$ cat src/rtl/fifo_pkg.sv
// Shared definitions for the FIFO and its downstream byte serializer.
package fifo_pkg;

    localparam int FIFO_DATA_W = 16;
    localparam int BYTE_W      = 8;

    typedef enum logic [1:0] {
        IDLE        = 2'd0,
        SEND_FIRST  = 2'd1,
        SEND_SECOND = 2'd2
    } state_t;

endpackage

$ cat src/rtl/fifo_byte_serializer.sv
// Pops 16-bit words from a show-ahead FIFO and streams them as valid/ready bytes,
// counting completed words.
module fifo_byte_serializer
    import fifo_pkg::*;
#(
    parameter int unsigned COUNT_W   = 16,
    parameter bit          MSB_FIRST = 1'b1
) (
    input  logic                   clk,
    input  logic                   rst_n,
    input  logic [FIFO_DATA_W-1:0] fifo_data,
    input  logic                   fifo_empty,
    input  logic                   fifo_full,
    input  logic                   fifo_wr_en,
    output logic                   fifo_rd_en,
    output logic [BYTE_W-1:0]      byte_out,
    output logic                   byte_valid,
    input  logic                   byte_ready,
    output logic                   byte_last,
    output logic [COUNT_W-1:0]     word_count
);

    state_t                 r_state;
    logic [FIFO_DATA_W-1:0] r_word;
    logic [COUNT_W-1:0]     r_count;

    logic                   w_pop_ok;
    logic                   w_second_done;
    logic                   w_pop;
    logic [BYTE_W-1:0]      w_first_byte;
    logic [BYTE_W-1:0]      w_second_byte;

    // A write in the same cycle wins inside the FIFO, so a pop then would be lost.
    assign w_pop_ok      = !fifo_empty && !(fifo_wr_en && !fifo_full);
    assign w_second_done = (r_state == SEND_SECOND) && byte_ready;
    assign w_pop         = rst_n && w_pop_ok && ((r_state == IDLE) || w_second_done);
    assign fifo_rd_en    = w_pop;

    always_ff @(posedge clk or negedge rst_n) begin
        if (!rst_n) begin
            r_state <= IDLE;
            r_word  <= '0;
            r_count <= '0;
        end else begin
            if (w_pop) begin
                r_word <= fifo_data;
            end
            if (w_second_done) begin
                r_count <= r_count + 1'b1;
            end
            case (r_state)
                IDLE: begin
                    if (w_pop) r_state <= SEND_FIRST;
                end
                SEND_FIRST: begin
                    if (byte_ready) r_state <= SEND_SECOND;
                end
                SEND_SECOND: begin
                    if (byte_ready) r_state <= w_pop ? SEND_FIRST : IDLE;
                end
                default: r_state <= IDLE;
            endcase
        end
    end

    assign w_first_byte  = MSB_FIRST ? r_word[15:8] : r_word[7:0];
    assign w_second_byte = MSB_FIRST ? r_word[7:0]  : r_word[15:8];

    assign byte_valid = (r_state != IDLE);
    assign byte_last  = (r_state == SEND_SECOND);
    assign byte_out   = (r_state == SEND_SECOND) ? w_second_byte : w_first_byte;
    assign word_count = r_count;

endmodule

$ cat config.mk
export PLATFORM = sky130hd
export DESIGN_NAME = fifo_byte_serializer
export DESIGN_NICKNAME = d
export VERILOG_FILES = /design/src/rtl/fifo_pkg.sv /design/src/rtl/fifo_byte_serializer.sv
export SDC_FILE = /design/constraint.sdc
export NUM_CORES = 1
export LEC_CHECK = 0
export CAP_MARGIN = 5
export CELL_PAD_IN_SITES_DETAIL_PLACEMENT = 1
export CELL_PAD_IN_SITES_GLOBAL_PLACEMENT = 2
export CORE_MARGIN = 2
export CORE_UTILIZATION = 26
export CTS_CLUSTER_SIZE = 10
export DETAILED_ROUTE_END_ITERATION = 16
export GPL_TIMING_DRIVEN = 0
export PLACE_DENSITY = 0.8
export RECOVER_POWER = 25
export REMOVE_ABC_BUFFERS = 1
export SLEW_MARGIN = 20
export SYNTH_ARGS = -nofsm -noshare
export SYNTH_HDL_FRONTEND = slang
export SYNTH_SLANG_ARGS = --single-unit
$ cat constraint.sdc
create_clock -name clk -period 1.46 [get_ports clk]
set_input_delay 0.292 -clock clk [delete_from_list [all_inputs] [get_ports clk]]
set_output_delay 0.292 -clock clk [all_outputs]
set_load 0.02 [all_outputs]
=== Word level (Yosys, flattened, before mapping) ===
Index checks and enable logic that the tools add are counted.

* Bits in registers: 34
* Bits of input ports: 22
* Output and inout port bits: 27

* Add/subtract/negate cells: 1
* Equality and inequality tests: 5
* Multiplexer cells: 6
* Reductions and logical operators: 12

{| class="wikitable"
|+ Operator list
! kind !! count
|-
| 16-bit by 1-bit adder with 16-bit output, second input constant || 1
|-
| 8-bit 2-to-1 mux || 1
|-
| 2-bit 2-to-1 mux || 3
|-
| 2-bit != test, second input constant || 3
|-
| 2-bit case mux with 3 select lines || 1
|-
| 1-bit logical AND || 5
|-
| 1-bit logical NOT || 3
|-
| 3-bit AND reduction || 1
|-
| 2-bit by 1-bit equality test with 1-bit output, second input constant || 1
|-
| 2-bit equality test, second input constant || 1
|-
| 2-bit logical NOT || 1
|-
| 2-bit nonzero test || 1
|-
| 1-bit logical OR || 1
|-
| 1-bit 2-to-1 mux || 1
|}

=== Logic depth before layout (Yosys ltp) ===
* Depth after elaboration: 9
* Mapped depth: 5
* Depth with buffers taken out: 5

=== Worst setup path before layout ===
No wires, ideal clock.

* Kind: register to register
* Start: reg r_state[1]
* End: reg r_word[10]
* Setup time: 128 ps
* Arrival time: 1411 ps
* Setup slack: -79 ps
* Cell stages (with the launch flop): 5
* Buffers on the path: 1
* Clock period less this slack: 1539 ps
* Cells stage by stage: dfrtp_1 -> nor2b_2 -> nor3_4 -> buf_6 -> mux2_1

* Word-level cells in the longest chain between the ends: 4

{| class="wikitable"
|+ Ends and longest elaborated chain
! item !! RTL line !! source
|-
| from (decl) || fifo_byte_serializer.sv:23 || <nowiki>state_t r_state;</nowiki>
|-
| from (signal assigned) || fifo_byte_serializer.sv:59 || <nowiki>if (byte_ready) r_state <= w_pop ? SEND_FIRST : IDLE;</nowiki>
|-
| 2-bit equality test || fifo_byte_serializer.sv:35 || <nowiki>assign w_second_done = (r_state == SEND_SECOND) && byte_ready;</nowiki>
|-
| 1-bit logical AND || fifo_byte_serializer.sv:35 ||
|-
| 1-bit logical OR * || fifo_byte_serializer.sv:36 || <nowiki>assign w_pop = rst_n && w_pop_ok && ((r_state == IDLE) || w_second_done);</nowiki>
|-
| 1-bit logical AND * || fifo_byte_serializer.sv:36 ||
|-
| via fifo_rd_en || fifo_byte_serializer.sv:15 || <nowiki>output logic fifo_rd_en,</nowiki>
|-
| to (signal assigned) || fifo_byte_serializer.sv:46 || <nowiki>r_word <= fifo_data;</nowiki>
|-
| to (decl) || fifo_byte_serializer.sv:24 || <nowiki>logic [FIFO_DATA_W-1:0] r_word;</nowiki>
|}

The timed path passes the listed nets; every way through them passes the cells marked *.
A chain may end at the register's enable or synchronous reset.

=== Worst setup path in the final report ===
* Start: reg r_state[0]
* End: out byte_out[4]

* Word-level cells in the longest chain between the ends: 2

{| class="wikitable"
|+ Ends and longest elaborated chain
! item !! RTL line !! source
|-
| 2-bit equality test || fifo_byte_serializer.sv:71 || <nowiki>assign byte_out = (r_state == SEND_SECOND) ? w_second_byte : w_first_byte;</nowiki>
|-
| 8-bit 2-to-1 mux || fifo_byte_serializer.sv:71 ||
|-
| to (decl) || fifo_byte_serializer.sv:16 || <nowiki>output logic [BYTE_W-1:0] byte_out,</nowiki>
|}

Every way passes these cells.

==> reports/qor.yml <==
outcome:
  status: "complete, but fails checks"
  violations: "negative setup slack"
detailed_routing:
  ant_nets: 0
  drc: 0
  dr_wl_met2_um: 2360
  wl_met3_um: 182
  first_iter_violations: 39
  drt_wl_total_um: 4510
  vias: 1257
  wire_per_inst_um: 16.1
  vias_per_cell: 4.47
  firstDrtPassIters: 4
  top_layer_used: "met4"
  wl_met1_um: 1890
power:
  ir_drop_mv: 0.680
  power.leakage_nw: 1.29
  power_density_nw_per_um2: 1820
placed_design:
  placed_cell_area_um2: 2130
  io_buffers: 48
  dp_hpwl_um: 2590
  placement.setup.worst_slack_ps: -1340
  finalWeightedCongestion: 0.727
logic_synthesis:
  synth-async-reset-ratio_pct: 100
  synth_top_flop_cell: "dfrtp_1"
  syn-instance-count: 129
  syn_area_per_cell_um2: 12.0
  netlist_area_um2: 1550
  synth.distinct_cells: 27
  synth_seq_cells: 34
  synth_edf_count: 0
  synth-seq-area-share_pct: 54.8
  synth_warnings: 0
timing:
  max-slew-margin-rel_pct: 48.3
  finalClockSkew_ps: 6.70
  finalHoldViolations: 0
  setup-violations-final: 30
  period_minus_slack_ps: 1620
  hold_slack_ps: 468
  max_freq_mhz: 615
  finalSetupTns_ps: -3600
  slew_viol_final: 0
  worst_pin_slew_ps: 772
  fin_ws_ps: -165
  rsz0062_at_grt: "true"
  period_share_pct: 111
floorplanning:
  core.rowCount: 28
  dieHeight_um: 81.3
  start_util_pct: 26.5
  dieArea_um2: 6600
  die_x_um: 81.3
  io_pins: 49
  core-area_um2: 5850
grt:
  grt_start_max_net_pins: 20
  grt_pass1_vias: 1288
  grt_pass1_wl_um: 6750
  grt_remaining_overflow: 0
  antenna_found_initial: 0
  grtUsageTotal_pct: 13.8
cts:
  cts_tree: "built"
  cts.clk_slew.worst_paths_ps: 70
  cts-root-buf: "clkbuf_8"
  numCtsBuffers: 5
  cts_sinks: 34
  htree_levels: 2
  cts_buffer_depth: 2
  clkLatencyLatePin_ps: 290
critical_path:
  crit_arrival_ps: 1330
  critPathLaunchType: "register"
  worstReg2RegStart: "r_state[1]"
  worstPathMaxFanout: 5
  worst-r2r-cell-count: 5
  critPathCaptureType: "output pin"
  r2r_slack_ps: -130
  cp_data_required_time_ps: 1170
  r2r-end: "r_word[7]"
  worstSetupPathType: "reg2out"
finish:
  fin_nets: 228
  drive_above_1_share_pct: 44.2
  fill_cells: 627
  diodes: 0
  stdcell_area_um2: 2620
  ff_latch_area_um2: 858
  multi_input_area_um2: 850
  syn2layout_area_growth_pct: 68.7
job:
  max_cap_violations: 0
worst_hold_path:
  hold_class: "reg2reg"
  holdPathStages: 1
  hold_start: "word_count[15]"
  hold_end: "word_count[15]"
==> Yosys cell counts (2+ instances only) <==
| cell | count | area share, % |
|---|---|---|
| dfrtp_1 | 34 | 55 |
| inv_1 | 2 | 0.48 |
| mux2_1 | 11 | 8.0 |
| mux2_2 | 7 | 5.1 |
| nand2_1 | 30 | 7.3 |
| nand3_1 | 4 | 1.3 |
| nand4_1 | 4 | 1.6 |
| nor2_1 | 4 | 0.97 |
| nor4_4 | 2 | 2.7 |
| xnor2_1 | 12 | 6.8 |
| xor2_1 | 3 | 1.7 |
==> kinds of logic after synthesis <==
family | count (synthesis) | synth area share, %
AO/OA/AOI/OAI | 1 | 0.484
multiplexers | 18 | 13.1
XOR/XNOR | 15 | 8.47
adder cells (fa/ha/maj) | 1 | 0.806
buffers and inverters | 5 | 1.77
flip-flops | 34 | 54.8
AND/OR/NAND/NOR | 55 | 20.6
==> registers in the layout (all words and copies together), names as in the netlist <==
name,count
word_count,16
r_state,2
r_word,16
==> cells in the final DEF (no fill, tap or decap), drive strengths merged, types with 2 or more instances in the layout <==
cell type,Yosys,routed
inv,3,4
nand2,30,30
mux2,18,18
nand3,4,4
xor2,3,3
or2,2,2
nor4,2,2
xnor2,12,12
nor2,4,4
nand3b,2,2
buf,2,31
clkbuf,0,10
nand4,5,5
dlygate4sd2,0,18
dlygate4sd3,0,2
nand2b,2,3
dfrtp,34,34
clkdlybuf4s50,0,16
==> how the worst max path moves through the flow <==
stage | start | endpoint | slack (ps) | depth (start not counted)
after floorplan | r_state[1] | r_word[15] | -250 | 3
after global placement | rst_n | fifo_rd_en | -2760 | 4
after detailed placement | fifo_full | fifo_rd_en | -1340 | 5
after CTS | r_state[0] | byte_out[7] | -170 | 5
after global routing | r_state[0] | byte_out[6] | -210 | 5
final | r_state[0] | byte_out[4] | -160 | 5
==> metrics by stage <==
stage	instances	util, %	power [mW]
2_1_floorplan	127	-	2.31
3_3_place_gp	250	36.1	3.02
3_5_place_dp	251	36.4	3.06
4_1_cts	273	42.6	4.40
5_1_grt	281	44.7	5.07
6_report	281	44.7	4.77
==> power by group <==
| group | total [mW] | switching (mW) | leakage, nW | internal [mW] |
|---|---|---|---|---|
| clock network | 0.819 | 0.343 | 0.0575 | 0.476 |
| logic | 2.41 | 1.05 | 0.810 | 1.36 |
| registers | 1.55 | 0.296 | 0.425 | 1.25 |
| total | 4.77 | 1.69 | 1.29 | 3.09 |
==> layer usage <==
layer | track usage (%) | up-vias
li1 | - | 584
met1 | 16.6 | 632
met2 | 23.7 | 34
met3 | 3.78 | 7
met4 | 4.41 | 0
met5 | 0 | -
==> cell type report <==
| cell class | instances | area share, % |
|---|---|---|
| well taps | 75 | 3.59 |
| repair buffers | 69 | 26.0 |
| inverters | 3 | 0.717 |
| multi-input cells | 91 | 32.5 |
| flip-flops and latches | 34 | 32.8 |
| repair inverters | 1 | 0.239 |
| clock buffers | 8 | 4.21 |
==> what timing repair did <==
item,in CTS,in global routing
cloned,1,2
resized for setup,119,30
setup endpoints to repair,55,34
hold buffers,2,0
pin swaps,11,9
setup buffers,11,6
endpoints found under the hold margin,15,0
==> critical path, cell delays in order (launching register included) <==
cell and delay [ps]:
dfrtp_2 430, nand2b_4 220, buf_12 170, nand2_4 50, nand2_2 50, buf_6 120
Power figures use the tool's default switching activity.
==> RTL change, RTL diff (config.mk and constraints unchanged) <==
Re-encode `state_t` (3 states) as one-hot, 3 bits wide.
--- a/src/rtl/fifo_pkg.sv
+++ b/src/rtl/fifo_pkg.sv
@@ -5,8 +5,8 @@
     localparam int BYTE_W      = 8;
 
-    typedef enum logic [1:0] {
-        IDLE        = 2'd0,
-        SEND_FIRST  = 2'd1,
-        SEND_SECOND = 2'd2
+    typedef enum logic [2:0] {
+        IDLE        = 3'b001,
+        SEND_FIRST  = 3'b010,
+        SEND_SECOND = 3'b100
     } state_t;
 
Behaviour: no difference found for any inputs over 10 cycles, from zero or initial values and one cycle with rst_n low; not proved beyond that.
==> RTL change against the unedited design <==
- via count shrank 1.8%
- area after synthesis grew 6.4%
- sequential cell count is 1 higher
- critical endpoint is now fifo_rd_en
- setup slack worse by 0.27 ns
- routed wire length decreased by 9.1%
- non-clock buffer count is 1 lower
- maximum frequency decreased by 14%
- the run still ends with negative setup slack left
- final area down 1.1%
Power is not compared: it rests on default switching activity, and its combinational part moved more than twofold at a synthesized area within 25%.
==> RTL change: results (changes against the unedited design) <==
Total Routing Usage GR=12.79% (-0.98 points); Layout Skew=0.004199 ns (-0.002496 ns); Synth top cells by count=dfrtp_1, mux2_2, xnor2_1; Fillers=685 (+9.3%); startpoint types=flop; via count=1,234 (-1.8%); Final setup violation count=41 (+37%); Synth area leaders=dfrtp_1, mux2_2, mux2_4, xnor2_1, nand4_1; Power Internal=1.878 mW; EDFF count, synth=0 (unchanged); ant diodes=0 (unchanged); Synth cell types=29 (+7.4%); clk slew on worst S/H paths=0.07 ns (about the same); CTS root buffer=clkbuf_8; Max Root-Sink Buffers=2 (unchanged); first-pass GRT wire length=7086 µm (+5.0%); status=complete, but fails checks; largest net degree at the start of global routing=21 (+5.0%); RD Place Congestion=0.7165 (-1.5%); Worst VDD drop=about 0.67 mV; Synth async-reset ratio=100.0% (unchanged); Detailed Place HPWL=2487 µm (-3.9%); Ys Warns=0 (unchanged); Pre-Repair DR Iteration Count=3 (-1); Pleak=approximately 1.2 nW; setup ws final=-0.4343 ns (-0.2693 ns); Worst Hold Class=in2async; Seq/Total Area, Yosys=53.15% (-1.7 points); IO buf count=48 (unchanged); Layout Nets=221 (-3.1%); latest clock arrival within the worst-skew pair=0.28 ns; share of layout cells above drive strength 1=39.70% (-4.5 points); htree depth=2 (unchanged); Total Wirelength=4101 µm (-9.1%); dpl ws=-1.735 ns (-0.3964 ns); R2R Path Start=r_state[0]; crit path DAT=1.60 ns (+0.27 ns); vias in the first global route=1,393 (+8.2%); Synth Area in XOR/XNOR=7.961% (-0.51 points); initial DRC count=23 (-41%); Inserted Clock Buffers=5 (unchanged); adder-cell share of the synthesized area=0.7582% (-0.048 points); violated checks=negative setup slack; mux share of post-synthesis cell area=20.39% (+7.3 points); Slew @ Worst Pin=0.9378 ns (+0.1655 ns); complex-gate fraction of the synthesized area=1.744% (+1.3 points); Fin Setup TNS=-11.81 ns (-8.209 ns); Critical Path Fanout Max=4 (-1)
[RTL change: cell count changes in the layout (fill, tap and decap cells not counted), moves of 3 or more]
cell / before / now
nand2_1: 16 / 4
mux2_4: 16 / 23
nand2_2: 8 / 2
nand2_4: 6 / 1
buf_4: 13 / 9
dfrtp_1: 28 / 32
dfrtp_2: 6 / 2
nor2_1: 3 / 7
buf_6: 15 / 18
clkbuf_1: 1 / 4
clkbuf_8: 8 / 5
[RTL change: layout make-up]
cell class / instances / area share (%)
well taps: 77 / 3.720
inverters: 3 / 0.4348
clock inverters: 1 / 0.1932
clock buffers: 7 / 2.947
flip-flops and latches: 35 / 33.96
multi-input cells: 85 / 33.38
repair buffers: 68 / 25.36
[RTL change: timing repair]
action | 4_1_cts | 5_1_grt
setup buffers | 14 | 5
endpoints found under the hold margin | 14 | 0
endpoints found under the setup margin | 56 | 61
resized for setup | 122 | 13
pin swaps | 10 | 9
gates cloned | 1 | 0
hold buffers | 2 | 0
[RTL change: power groups by stage]
stage	Combinational [mW]	Clock [mW]	Sequential [mW]
floorplan	0.337	0	1.17
global placement	0.566	0	1.18
detailed placement	0.581	0	1.19
CTS	0.726	0.701	1.17
global route	0.755	0.759	1.19
finish	0.702	0.671	1.18
[RTL change: logic make-up (layout without fill, tap and decap cells)]
| logic type | count (synthesis) | after routing |
|---|---|---|
| AOI/OAI and AO/OA | 4 | 4 |
| DFF | 35 | 35 |
| xor gates and xnor gates | 15 | 15 |
| buffers and inverters | 7 | 79 |
| and+or+nand+nor | 38 | 38 |
| adders and majority gates | 1 | 1 |
| muxes | 27 | 27 |
[RTL change: final timing paths]
check	to	slack [ns]	cells after the start
worst min register to register	word_count[15]	0.48	1
worst max register to register	r_word[15]	-0.41	5
max in group asynchronous	r_state[1]	0.23	3
worst max-delay path	fifo_rd_en	-0.43	4
worst min-delay path	r_state[0]	0.18	2
min in group clk	word_count[15]	0.48	1
[RTL change: worst max-delay path, cell delays in order, from the launching register on]
cell and delay (ns):
dfstp_2 0.60, mux2_4 0.33, nor3_4 0.15, buf_12 0.13, buf_6 0.11
[RTL change: metal layers]
layer  global-route usage [%]  share of wire (%)  up-vias
li1                         -                  -      583
met1                    17.30                 47      610
met2                    20.22                 47       39
met3                    4.352                6.2        2
met4                    2.199               0.24        0
met5                        0                  0        -
[RTL change: per-stage QoR]
step,cells,hold WS (ns),power (mW),instance area (µm²)
after floorplan,123,-0.003591,1.502,1617
after global placement,248,0.4599,1.748,2193
after detailed placement,250,0.2427,1.766,2228
after CTS,275,0.03872,2.600,2597
after global routing,276,0.2402,2.706,2590
final,276,0.1841,2.549,2590
